==> src/rtl/renkon_ctrl_pool_stride_if.sv <==
// Control bus shared by the renkon pooling stages: one start, valid and stop
// strobe per raster stream.
interface ctrl_bus;
  logic start;
  logic valid;
  logic stop;

  modport master (output start, output valid, output stop);
  modport slave  (input start, input valid, input stop);
endinterface

==> src/rtl/renkon_ctrl_pool_stride.sv <==
// Pooling controller with independent runtime window size and stride; turns the
// raster input control stream into the delayed pooled-output control stream.
module renkon_ctrl_pool_stride #(
  parameter int LWIDTH = 16,
  parameter int D_POOL = 2
) (
  input  logic              clk,
  input  logic              xrst,
  ctrl_bus.slave            in_ctrl,
  input  logic [LWIDTH-1:0] w_fea_size,
  input  logic [LWIDTH-1:0] w_pool_size,
  input  logic [LWIDTH-1:0] w_stride,
  ctrl_bus.master           out_ctrl,
  output logic              pool_oe,
  output logic [LWIDTH-1:0] pool_size,
  output logic              busy,
  output logic              cfg_err
);

  localparam logic [LWIDTH-1:0] ZERO = {LWIDTH{1'b0}};
  localparam logic [LWIDTH-1:0] ONE  = {{(LWIDTH-1){1'b0}}, 1'b1};

  typedef enum logic [0:0] {S_WAIT = 1'b0, S_ACTIVE = 1'b1} state_t;

  state_t            state_r, state_s;
  logic [LWIDTH-1:0] fea_r, pool_r, stride_r;
  logic [LWIDTH-1:0] x_r, y_r, xph_r, yph_r;
  logic              start_f_r, win_f_r, last_f_r;
  logic [D_POOL-1:0] st_start_r, st_valid_r, st_stop_r;
  logic              cfg_ok_s, start_acc_s, cfg_bad_s, pix_s;
  logic              lastx_s, lasty_s, xin_s, yin_s, win_s, last_s;
  logic              unused_stop_s;

  // Phase of the next coordinate: held at 0 until the first window fits, then
  // cycles 0..S-1 so that phase 0 marks a window-aligned position.
  function automatic logic [LWIDTH-1:0] next_phase(input logic fits,
                                                   input logic [LWIDTH-1:0] ph,
                                                   input logic [LWIDTH-1:0] lim);
    logic [LWIDTH-1:0] r;
    if (!fits) begin
      r = ZERO;
    end else if (ph == lim) begin
      r = ZERO;
    end else begin
      r = ph + ONE;
    end
    return r;
  endfunction

  assign unused_stop_s = in_ctrl.stop;
  assign cfg_ok_s = (w_pool_size != ZERO) && (w_pool_size <= w_fea_size) && (w_stride != ZERO);

  // Next-state, start acceptance and window/last-pixel detection.
  always_comb begin
    state_s     = state_r;
    start_acc_s = 1'b0;
    cfg_bad_s   = 1'b0;
    pix_s       = 1'b0;
    case (state_r)
      S_WAIT: begin
        if (in_ctrl.start) begin
          if (cfg_ok_s) begin
            start_acc_s = 1'b1;
            state_s     = S_ACTIVE;
          end else begin
            cfg_bad_s = 1'b1;
          end
        end else begin
          state_s = S_WAIT;
        end
      end
      S_ACTIVE: begin
        pix_s = in_ctrl.valid;
        if (st_stop_r[D_POOL-1]) begin
          state_s = S_WAIT;
        end else begin
          state_s = S_ACTIVE;
        end
      end
      default: state_s = S_WAIT;
    endcase
    lastx_s = (x_r == fea_r - ONE);
    lasty_s = (y_r == fea_r - ONE);
    xin_s   = (x_r >= pool_r - ONE);
    yin_s   = (y_r >= pool_r - ONE);
    win_s   = pix_s && xin_s && (xph_r == ZERO) && yin_s && (yph_r == ZERO);
    last_s  = pix_s && lastx_s && lasty_s;
  end

  // FSM state, latched configuration and sticky configuration error.
  always_ff @(posedge clk) begin
    if (!xrst) begin
      state_r  <= S_WAIT;
      fea_r    <= ZERO;
      pool_r   <= ZERO;
      stride_r <= ZERO;
      cfg_err  <= 1'b0;
    end else begin
      state_r <= state_s;
      if (start_acc_s) begin
        fea_r    <= w_fea_size;
        pool_r   <= w_pool_size;
        stride_r <= w_stride;
        cfg_err  <= 1'b0;
      end else if (cfg_bad_s) begin
        cfg_err <= 1'b1;
      end
    end
  end

  // Raster position and stride phase counters, stalled between valids.
  always_ff @(posedge clk) begin
    if (!xrst || state_r == S_WAIT) begin
      x_r   <= ZERO;
      y_r   <= ZERO;
      xph_r <= ZERO;
      yph_r <= ZERO;
    end else if (pix_s) begin
      if (lastx_s) begin
        x_r   <= ZERO;
        xph_r <= ZERO;
        y_r   <= lasty_s ? ZERO : y_r + ONE;
        yph_r <= lasty_s ? ZERO : next_phase(yin_s, yph_r, stride_r - ONE);
      end else begin
        x_r   <= x_r + ONE;
        xph_r <= next_phase(xin_s, xph_r, stride_r - ONE);
      end
    end
  end

  // Event flags and the free-running output delay line.
  always_ff @(posedge clk) begin
    if (!xrst) begin
      start_f_r  <= 1'b0;
      win_f_r    <= 1'b0;
      last_f_r   <= 1'b0;
      st_start_r <= {D_POOL{1'b0}};
      st_valid_r <= {D_POOL{1'b0}};
      st_stop_r  <= {D_POOL{1'b0}};
    end else begin
      start_f_r  <= start_acc_s;
      win_f_r    <= win_s;
      last_f_r   <= last_s;
      st_start_r <= {st_start_r[D_POOL-2:0], start_f_r};
      st_valid_r <= {st_valid_r[D_POOL-2:0], win_f_r};
      st_stop_r  <= {st_stop_r[D_POOL-2:0], last_f_r};
    end
  end

  assign out_ctrl.start = st_start_r[D_POOL-1];
  assign out_ctrl.valid = st_valid_r[D_POOL-1];
  assign out_ctrl.stop  = st_stop_r[D_POOL-1];
  assign pool_oe        = st_valid_r[D_POOL-2];
  assign pool_size      = pool_r;
  assign busy           = (state_r == S_ACTIVE);

endmodule
==> src/flat_wrapper.sv <==
// flat-port wrapper written by rule: the top's interface ports become plain ports
module renkon_ctrl_pool_stride_flat 
#(
  parameter int LWIDTH = 16,
  parameter int D_POOL = 2
)
  (clk, xrst, w_fea_size, w_pool_size, w_stride, pool_oe, pool_size, busy, cfg_err, in_ctrl_start, in_ctrl_valid, in_ctrl_stop, out_ctrl_start, out_ctrl_valid, out_ctrl_stop);
  ctrl_bus in_ctrl_i ();
  ctrl_bus out_ctrl_i ();
  input  logic clk;
  input  logic xrst;
  input  logic [LWIDTH-1:0] w_fea_size;
  input  logic [LWIDTH-1:0] w_pool_size;
  input  logic [LWIDTH-1:0] w_stride;
  output logic pool_oe;
  output logic [LWIDTH-1:0] pool_size;
  output logic busy;
  output logic cfg_err;
  input wire logic [$bits(in_ctrl_i.start)-1:0] in_ctrl_start;
  input wire logic [$bits(in_ctrl_i.valid)-1:0] in_ctrl_valid;
  input wire logic [$bits(in_ctrl_i.stop)-1:0] in_ctrl_stop;
  output wire logic [$bits(out_ctrl_i.start)-1:0] out_ctrl_start;
  output wire logic [$bits(out_ctrl_i.valid)-1:0] out_ctrl_valid;
  output wire logic [$bits(out_ctrl_i.stop)-1:0] out_ctrl_stop;
  assign in_ctrl_i.start = in_ctrl_start;
  assign in_ctrl_i.valid = in_ctrl_valid;
  assign in_ctrl_i.stop = in_ctrl_stop;
  assign out_ctrl_start = out_ctrl_i.start;
  assign out_ctrl_valid = out_ctrl_i.valid;
  assign out_ctrl_stop = out_ctrl_i.stop;
  renkon_ctrl_pool_stride #(.LWIDTH(LWIDTH), .D_POOL(D_POOL)) u_core (.clk(clk), .xrst(xrst), .in_ctrl(in_ctrl_i), .w_fea_size(w_fea_size), .w_pool_size(w_pool_size), .w_stride(w_stride), .out_ctrl(out_ctrl_i), .pool_oe(pool_oe), .pool_size(pool_size), .busy(busy), .cfg_err(cfg_err));
endmodule
==> config.mk <==
export PLATFORM = sky130hd
export DESIGN_NAME = renkon_ctrl_pool_stride_flat
export DESIGN_NICKNAME = d
export VERILOG_FILES = /design/src/rtl/renkon_ctrl_pool_stride_if.sv /design/src/rtl/renkon_ctrl_pool_stride.sv /design/src/flat_wrapper.sv
export SDC_FILE = /design/constraint.sdc
export NUM_CORES = 1
export LEC_CHECK = 0
export CAP_MARGIN = 5
export CORE_ASPECT_RATIO = 1.4
export CORE_MARGIN = 4
export CORE_UTILIZATION = 35
export DETAILED_ROUTE_END_ITERATION = 12
export PLACE_DENSITY = 0.55
export SLEW_MARGIN = 20
export SYNTH_ARGS = -nofsm -noshare
export SYNTH_HDL_FRONTEND = slang
export SYNTH_SLANG_ARGS = --single-unit
==> constraint.sdc <==
create_clock -name clk -period 10.6 [get_ports clk]
set_input_delay 1.59 -clock clk [delete_from_list [all_inputs] [get_ports clk]]
set_output_delay 1.59 -clock clk [all_outputs]
set_load 0.005 [all_outputs]
==> impl_metrics.csv <==
group,metric,value,unit
route,routed_via_density,5.47,
route,drt_iter0_drc,468,
timing,fin_crit,5.23,ns
cells_and_area,utilization,0.414,
critical_path,arrival,5.59,ns
synthesis,ys_types,69,
cells_and_area,antenna_cells,0,
timing,finalWorstSetupSlack,5.37,ns
critical_path,cpPeakStageDelay,0.81,ns
pwr,p_int,0.00107,W
die,ioPinCount,75,
timing,worst_hold_slack,0.433,ns
synthesis,ys.flop_type,"dfxtp_1",
hold_path,min_path_type,"register to register",
synthesis,synth.top_cell.area_share,0.273,
global_routing,grt_pass1_vias,7870,
timing,max_freq,191,MHz
die,die-area,28400,sq um
timing,fin_skew,0.0162,ns
clock_network,cts_sinks,123,
critical_path,ff2ff_path_depth,14,
route,first_pass_iters,6,
flow_run,drv_cap,0,
hold_path,hold_path_end,"u_core.st_start_r[1]",
route,drc_errors,0,
place,placed_area,9880,sq um
timing,tns,0,ns
synthesis,synth-seq-cells,123,
place,gp_congestion,0.876,
critical_path,crit_chain,"or4_1, or2_2, or4_1, nor4_1, xnor2_1, ha_1, and4_1, and3_1, o2111ai_1, a211oi_1, or3_1, nand4_1, nor4_1, a21o_1",
cells_and_area,final_area,10500,sq um
route,post_drt_wl_per_cell,18.2,microns
die,die_h,198,microns
route,antenna_left,0,
clock_network,cts-buffers-inserted,17,
die,fp-row-count,69,
clock_network,hold_buffers,0,
timing,finalHoldViolations,0,
synthesis,yosysSeqAreaShare,0.273,
pwr,power_density,144,nW/um^2
critical_path,critPathLaunchType,"register",
synthesis,syn_nets,1230,
critical_path,critical_path_buf_inv_count,0,
clock_network,clkLatencyLatePin,0.42,ns
die,dieWidth,144,microns
global_routing,grt_overflow,0,
global_routing,antenna_found_initial,0,
critical_path,crit_slowest_cell,"nand4_1",
outcome,status,"finished clean",
synthesis,synth_area,9010,sq um
die,fp.coreArea,25400,sq um
cells_and_area,area_delta_synth_final,16.7,%
synthesis,netlist_top_cells_area,"dfxtp_1, ha_1, xnor2_1",
synthesis,async_reset_ff_frac,0,
timing,drv_slew,0,
clock_network,clk_path_buf_depth,2,
critical_path,r2r_setup_slack,5.37,ns
place,port_buffers,73,
clock_network,h-tree-depth,4,
pwr,seqPwrFrac,0.334,
die,initial_core_util,0.355,
clock_network,cts_tree,"built",
place,pre_cts_ws,5.41,ns
pwr,power_switching,0.000450,W
route,wl,26900,microns
critical_path,path_class,"register to register",
global_routing,grt_pass1_wl,42900,microns
timing,relSlewSlack,0.344,
critical_path,cp_max_fo,26,
clock_network,clk_pin_slew,0.06,ns
synthesis,ys_warn_count,0,
clock_network,cts_setup_buffers,0,
timing,rsz0062_at_grt,"false",
timing,worst_slew_pin_slew,0.981,ns
synthesis,yosys-top-cells-count,"dfxtp_1, nand2_1, and3_1",
pwr,p_leak,4.25,nW
hold_path,hold-path-cell-count,1,
global_routing,grt_util_all_layers,0.190,
pwr,sw_frac_of_total,0.297,
route,vias,8075,
pwr,power_frac_clock,0.424,
cells_and_area,drive_above_1_share,0.0561,
critical_path,crit_required,10.97,ns
synthesis,yosysTopAreaCell,"dfxtp_1",
timing,setup_violations,0,
pwr,ir_worst_vdd,103,uV
clock_network,cts_resized,0,
place,dp_hpwl,20600,microns
synthesis,synth.avg_cell_area,8.02,sq um
synthesis,synth.most_common_cell,"dfxtp_1",
critical_path,timing.rr.end,"u_core.xph_r[9]",
pwr,comb_power_share,0.242,
synthesis,synthCells,1124,
critical_path,cp-end-kind,"register",
hold_path,min_from,"u_core.st_start_r[0]",
synthesis,synth_edf_count,0,
clock_network,cts-root-buf,"clkbuf_16",
cells_and_area,finalNetCount,1252,
critical_path,r2r_start,"u_core.pool_size[5]",
global_routing,grt_start_max_net_pins,72,
critical_path,critical_path.top_delay_family,"simple AND/OR/NAND/NOR gates",
timing,post-route-period-util,0.493,
-- metal layers --
layer / part of all wire / wire, microns / GRT usage / vias up
li1: - / - / - / 4107
met2: 0.54 / 14500 / 0.355 / 124
met4: 0.024 / 652 / 0.0558 / 0
met5: 0 / 0 / 0 / -
met3: 0.020 / 531 / 0.0256 / 39
met1: 0.42 / 11200 / 0.222 / 3805
-- power groups by stage --
| stage | logic, W | registers [W] | clock network [W] |
|---|---|---|---|
| final | 0.000367 | 0.000506 | 0.000642 |
| after CTS | 0.000368 | 0.000506 | 0.000655 |
| after floorplan | 0.000281 | 0.000499 | 0 |
| after detailed placement | 0.000366 | 0.000516 | 0 |
| after global routing | 0.000411 | 0.000509 | 0.000675 |
| after global placement | 0.000362 | 0.000517 | 0 |
-- worst max path at each step --
stage,start,endpoint,slack [ns],cells after the start
after floorplan,u_core.pool_size[5],u_core.xph_r[10],6.38,16
after global placement,u_core.pool_size[5],u_core.xph_r[9],5.43,14
after detailed placement,u_core.pool_size[5],u_core.xph_r[9],5.41,14
after CTS,u_core.pool_size[5],u_core.xph_r[9],5.38,14
after global routing,u_core.pool_size[5],u_core.xph_r[4],4.90,14
final,u_core.pool_size[5],u_core.xph_r[9],5.37,14
-- through the flow --
step	std cells	power [W]
floorplan	1124	0.000779
global placement	1446	0.000878
detailed placement	1446	0.000882
CTS	1477	0.00153
global route	1477	0.00159
finish	1477	0.00152
-- cell usage in the layout (no fill, tap or decap), drive strengths merged, types with 8 or more instances in the layout --
cell type | netlist | layout
clkbuf | 67 | 19
xnor2 | 70 | 70
o21a | 56 | 56
a21o | 16 | 16
xor2 | 37 | 37
o21ai | 49 | 49
nor3 | 30 | 30
inv | 43 | 43
nand3 | 34 | 34
or2 | 8 | 8
nand4 | 24 | 24
and3 | 71 | 71
nor2b | 22 | 22
nor3b | 11 | 11
nor2 | 64 | 64
or3 | 17 | 17
a21boi | 44 | 44
o211ai | 16 | 16
dfxtp | 123 | 123
a21oi | 43 | 43
and2 | 14 | 14
nand2 | 73 | 73
nor4 | 32 | 32
ha | 53 | 53
nand2b | 11 | 11
or4 | 12 | 12
clkdlybuf4s50 | 0 | 72
-- registers in the layout, indices dropped and copies added (netlist names) --
| name | count |
|---|---|
| u_core.y_r | 16 |
| u_core.fea_r | 16 |
| u_core.st_stop_r | 2 |
| u_core.win_f_r | 1 |
| u_core.cfg_err | 1 |
| u_core.start_f_r | 1 |
| u_core.x_r | 16 |
| u_core.st_valid_r | 2 |
| u_core.st_start_r | 2 |
| u_core.last_f_r | 1 |
| u_core.busy | 1 |
| u_core.xph_r | 16 |
| u_core.pool_size | 16 |
| u_core.stride_r | 16 |
| u_core.yph_r | 16 |
-- area by class of cell --
cell class,count,area [sq um]
Fill cell,2649,14900
Timing Repair Buffer,77,756
Multi-Input combinational cell,884,6100
Sequential cell,123,2460
Clock buffer,19,443
Clock inverter,12,196
Tap cell,319,399
Inverter,43,161
-- worst register-to-register path, delay by kind of cell (launching register included) --
kind | cells | cell delay (ns)
AOI/OAI and AO/OA | 3 | 0.46
xor gates and xnor gates | 1 | 0.18
and+or+nand+nor | 9 | 3.83
DFF | 1 | 0.39
adders and majority gates | 1 | 0.31
-- cell families (layout without fill, tap and decap cells) --
kind of cell | count (synthesis) | after routing | synth area share
simple gates | 442 | 442 | 0.270
compound gates | 275 | 275 | 0.216
flops | 123 | 123 | 0.273
buf+inv | 117 | 151 | 0.0517
xor+xnor | 110 | 110 | 0.112
fa+ha+maj | 53 | 53 | 0.0736
mux | 4 | 4 | 0.00458
Power figures use the tool's default switching activity.
